==> src/rtl/reduce_instr_param.sv <==
// Reduction-packet decoder for a 2^LgNumProcs-node network: computes children count and
// destination node, buffered behind a valid/ready handshake with a 2-entry output FIFO.
module reduce_instr_param #(
    parameter int LgNumProcs    = 3,
    parameter int DataWidth     = 64,
    parameter int ChildrenWidth = 3,
    parameter int RankPos       = 37,
    parameter int RootPos       = 40,
    parameter int IndexPos      = 46,
    parameter int AlgtypePos    = 50,
    parameter int DstPos        = 56,
    parameter int ValidBitPos   = 63,
    parameter int ErrCntWidth   = 16
) (
    input  logic                               clk,
    input  logic                               rst,
    input  logic                               in_valid,
    output logic                               in_ready,
    input  logic [DataWidth-1:0]               packetIn,
    output logic                               out_valid,
    input  logic                               out_ready,
    output logic [ChildrenWidth+DataWidth-1:0] packetOut,
    output logic                               alg_err,
    output logic [ErrCntWidth-1:0]             err_count
);

    localparam int L        = LgNumProcs;
    localparam int OutWidth = ChildrenWidth + DataWidth;

    if (ChildrenWidth < $clog2(LgNumProcs + 1) || ValidBitPos >= DataWidth) begin : g_bad_params
        $error("reduce_instr_param: inconsistent field parameters");
    end

    // Children count and rewritten destination for one packet; the valid bit is never filtered.
    function automatic logic [OutWidth-1:0] decode(input logic [DataWidth-1:0] pkt);
        logic [L-1:0]             rank;
        logic [L-1:0]             root;
        logic [L-1:0]             index;
        logic [1:0]               alg;
        logic [L-1:0]             dst;
        logic [ChildrenWidth-1:0] children;
        logic                     found;
        logic [DataWidth-1:0]     body;
        rank     = pkt[RankPos +: L];
        root     = pkt[RootPos +: L];
        index    = pkt[IndexPos +: L];
        alg      = pkt[AlgtypePos +: 2];
        dst      = rank;
        children = '0;
        found    = 1'b0;
        case (alg)
            2'd0: begin
                if (rank == '0) begin
                    children = ChildrenWidth'(L);
                    dst      = root;
                end else begin
                    for (int j = 0; j < L; j++) begin
                        if (!found && rank[j]) begin
                            found    = 1'b1;
                            children = ChildrenWidth'(j);
                            dst[j]   = 1'b0;
                        end
                    end
                end
            end
            2'd1: begin
                children = ChildrenWidth'(L);
                for (int j = 0; j < L; j++) begin
                    if (!found && (rank[j] != index[L-1-j])) begin
                        found    = 1'b1;
                        children = ChildrenWidth'(j);
                        dst[j]   = ~rank[j];
                    end
                end
            end
            default: ;
        endcase
        body              = pkt;
        body[DstPos +: L] = dst;
        return {children, body};
    endfunction

    logic [OutWidth-1:0] dec_p0;
    logic [OutWidth-1:0] entry_p1 [2];
    logic                wr_ptr;
    logic                rd_ptr;
    logic [1:0]          count;
    logic                push;
    logic                pop;

    assign dec_p0    = decode(packetIn);
    assign in_ready  = !rst && (count != 2'd2);
    assign out_valid = (count != 2'd0);
    assign push      = in_valid && in_ready;
    assign pop       = out_valid && out_ready;
    assign packetOut = out_valid ? entry_p1[rd_ptr] : '0;

    // Stage p0 -> p1: decoded packet captured into the buffer slot
    always_ff @(posedge clk) begin
        if (push) begin
            entry_p1[wr_ptr] <= dec_p0;
        end
    end

    always_ff @(posedge clk or posedge rst) begin
        if (rst) begin
            count     <= 2'd0;
            wr_ptr    <= 1'b0;
            rd_ptr    <= 1'b0;
            alg_err   <= 1'b0;
            err_count <= '0;
        end else begin
            if (push) begin
                wr_ptr <= ~wr_ptr;
            end
            if (pop) begin
                rd_ptr <= ~rd_ptr;
            end
            case ({push, pop})
                2'b10:   count <= count + 2'd1;
                2'b01:   count <= count - 2'd1;
                default: count <= count;
            endcase
            alg_err <= push && packetIn[AlgtypePos+1];
            if (push && packetIn[AlgtypePos+1] && (err_count != '1)) begin
                err_count <= err_count + ErrCntWidth'(1);
            end
        end
    end

endmodule

==> config.mk <==
export PLATFORM = sky130hd
export DESIGN_NAME = reduce_instr_param
export DESIGN_NICKNAME = d
export VERILOG_FILES = /design/src/rtl/reduce_instr_param.sv
export SDC_FILE = /design/constraint.sdc
export NUM_CORES = 1
export LEC_CHECK = 0
export ABC_AREA = 1
export ABC_CLOCK_PERIOD_IN_PS = 8100
export BUFFER_PORTS_ARGS = -buffer_cell sky130_fd_sc_hd__buf_4
export CAP_MARGIN = 5
export CORE_MARGIN = 2
export CORE_UTILIZATION = 57
export CTS_CLUSTER_DIAMETER = 100
export DETAILED_ROUTE_END_ITERATION = 16
export PLACE_DENSITY = 0.84
export SYNTH_ARGS = -nofsm -noshare
export SYNTH_HDL_FRONTEND = slang
export SYNTH_SLANG_ARGS = --single-unit
==> constraint.sdc <==
create_clock -name clk -period 8.1 [get_ports clk]
set_clock_uncertainty 0.2 [all_clocks]
set_input_delay 1.62 -clock clk [delete_from_list [all_inputs] [get_ports clk]]
set_output_delay 1.62 -clock clk [all_outputs]
set_load 0.005 [all_outputs]
==> flow_summary_export.csv <==
group,metric,value,unit
timing,maxSlewViolCount,0,
timing,hold_viol,0,
finish,n_antenna_cell,0,
pwr,power.static_leakage,3.33,nW
clocking,clkTransAtPathRegs,60,ps
pwr,clock_power_share,0.278,
floorplan,die-height,110,um
synth,yosysTopAreaCell,"edfxtp_1",
job,max-cap-violations,0,
worst_setup_path,crit_path_max_fanout,66,
finish,fin_nets,785,
timing,setup_violations,0,
global_routing,antenna_found_initial,0,
clocking,cts.path.max_buffers,2,
synth,synthAdderAreaFrac,0.00393,
hold_path,holdPathEnd,"err_count[15]",
route,drt_wl_total,13900,um
pwr,p_sw,0.829,mW
synth,yosys-top-cells-area,"edfxtp_1, nand2_1, dfrtp_1",
clocking,clockRootBuffer,"clkbuf_8",
clocking,cts_resized,0,
global_routing,grt.total_usage,0.235,
timing,slew_headroom,0.224,
global_routing,grt_pass1_vias,4393,
timing,tightest_slew,1160,ps
finish,fin_util,0.747,
run_status,status,"finished clean",
place,hpwl,8710,um
synth,synth_top_area_share,0.623,
route,drtIter0Drc,301,
synth,seq_area_frac_synth,0.705,
synth,synth_xor_area_frac,0.0179,
route,viasPerCell,5.32,
synth,synth_cell_types,29,
worst_setup_path,worstSetupPathType,"flip-flop to primary output",
pwr,irDropWorstVdd,0.223,mV
pwr,p_int,1.80,mW
synth,synth_top_family_by_area,"simple AND/OR/NAND/NOR gates",
synth,syn-cell-area,6360,um2
timing,finalWorstPathRequiredPeriod,4140,ps
pwr,power_frac_seq,0.390,
clocking,cts_tree,"yes",
clocking,post_cts_buffers,0,
clocking,htreeDepth,4,
synth,synth-simple-area-share,0.173,
global_routing,grt_max_degree,68,
synth,synthMuxAreaShare,0,
synth,syn_avg_cell_area,11.2,um2
floorplan,ios,154,
pwr,total_power,2.63,mW
timing,fmax,242,MHz
pwr,p_per_area,323,nW/um2
floorplan,die-area,12000,um2
pwr,swShare,0.315,
hold_path,hold_depth,2,
worst_setup_path,start_kind,"flip-flop",
worst_setup_path,worstReg2RegEnd,"entry_p1[0][12]",
hold_path,holdCritStartpoint,"err_count[15]",
worst_setup_path,timing.rr.start,"count[0]",
worst_setup_path,crit_required,6280,ps
timing,post-route-period-util,0.511,
clocking,clock_latency,520,ps
place,place.gp.congestion,0.846,
finish,drive_above_1_share,0.267,
route,wire_per_inst,16.1,um
route,dr.pass1.iters,5,
synth,synth_compound_area_frac,0.0655,
synth,synth_nets,638,
floorplan,die_w,110,um
global_routing,grt_overflow,0,
worst_setup_path,critPathArrivalTime,2320,ps
timing,rsz0062_at_grt,"false",
clocking,numClockSinks,153,
synth,synth-seq-cells,153,
clocking,numCtsBuffers,17,
synth,yosys_warnings,0,
pwr,share_comb_of_total_power,0.332,
timing,setup-tns-final,0,ps
route,route.vias.total,4616,
worst_setup_path,critPathCaptureType,"primary output",
global_routing,grt_pass1_wl,21100,um
floorplan,rows,38,
timing,whs,366,ps
floorplan,core-area,10900,um2
floorplan,start_util,0.585,
clocking,cts-hold-fix-buffers,0,
place,port_buffers,149,
worst_setup_path,ff2ff_path_depth,5,
route,route.detailed.drc,0,
hold_path,hold_class,"flip-flop to flip-flop",
worst_setup_path,reg2reg_slack,5480,ps
route,antenna_left,0,
finish,syn2layout_area_growth,27.8,%
synth,syn_inst,568,
==> per-layer routing <==
metal / part of all wire / GRT usage
met1: 0.40 / 0.288
met2: 0.50 / 0.390
met3: 0.074 / 0.0622
met4: 0.026 / 0.115
met5: 0 / 0
==> area by class of cell <==
class                   count  area (um2)
clock buffers              19         422
clock inverters            12         128
fillers                   714        2750
inverters                  24        90.1
multi-input cells         366        1680
flip-flops and latches    153        4490
well taps                 140         175
repair buffers            153        1150
==> worst max path at each step <==
stage | start | end | slack [ps] | cells past startpoint
after floorplan | rst | entry_p1[0][0] | 2250 | 3
after global placement | rst | entry_p1[0][49] | 3590 | 5
after detailed placement | rst | entry_p1[0][49] | 3530 | 5
after CTS | count[0] | packetOut[57] | 3890 | 4
after global routing | count[0] | packetOut[60] | 3800 | 4
final | rd_ptr | packetOut[13] | 3960 | 4
==> through the flow <==
| stage | instance area, um2 | worst slack [ps] | instances |
|---|---|---|---|
| after global placement | 7590 | 3590 | 836 |
| final | 8140 | 3960 | 867 |
| after global routing | 8140 | 3800 | 867 |
| after CTS | 8140 | 3890 | 867 |
| after floorplan | 6360 | 2250 | 568 |
| after detailed placement | 7590 | 3530 | 836 |
==> power by group through the flow <==
| stage | clock (mW) | sequential, mW | combinational, mW |
|---|---|---|---|
| 2_1_floorplan | 0 | 1.03 | 0.439 |
| 3_3_place_gp | 0 | 1.03 | 0.863 |
| 3_5_place_dp | 0 | 1.04 | 0.879 |
| 4_1_cts | 0.744 | 1.02 | 0.886 |
| 5_1_grt | 0.775 | 1.03 | 0.963 |
| 6_report | 0.730 | 1.02 | 0.873 |
==> layout by cell type, fill, tap and decap left out, types with 2 or more instances in the layout <==
master	netlist	routed
a21oi_1	69	69
xor2_1	2	2
edfxtp_1	132	132
dfrtp_1	21	20
nor2_1	24	21
clkbuf_16	0	16
nand2_1	219	219
nand4_1	7	7
inv_1	24	23
clkinvlp_4	0	3
buf_4	2	153
o21ai_0	8	8
nand3_1	11	11
clkinv_4	0	2
nor2_4	1	4
clkinv_2	0	3
ha_1	2	2
xnor2_1	11	11
bufinv_16	0	2
clkbuf_1	9	2
==> synth_stat cells <==
cell and number:
ha_1 2, nand2_1 219, edfxtp_1 132, o221ai_1 1
inv_1 24, nand2_4 1, nor2_1 24, nand3_2 1
buf_2 13, a21oi_2 1, nand3b_1 1, conb_1 1
clkbuf_1 9, nor2_8 1, a31oi_1 1, buf_6 1
nand3_1 11, nand3_4 1, nand4_1 7, buf_4 2
o21ai_0 8, or2_2 1, nand2_2 1, dfrtp_1 21
o211ai_1 1, nor2_4 1, xnor2_1 11, xor2_1 2
a21oi_1 69
==> cells by family (layout without fill, tap and decap cells) <==
logic type	Yosys count	in the layout
AOI/OAI and AO/OA	81	81
adders and majority gates	2	2
other	1	1
xor gates and xnor gates	13	13
DFF	153	153
and+or+nand+nor	269	269
buffers and inverters	49	208
==> sequential cells by signal (all words and copies together) (netlist names) <==
name	flops
rd_ptr	1
count	2
wr_ptr	1
alg_err	1
entry_p1	132
err_count	16
==> critical path: stages (launching register included) <==
cell	delay [ps]
dfrtp_2	400
inv_2	810
nand2_1	170
a21oi_1	230
buf_4	140
No activity file was read; power rests on OpenSTA's default activity.
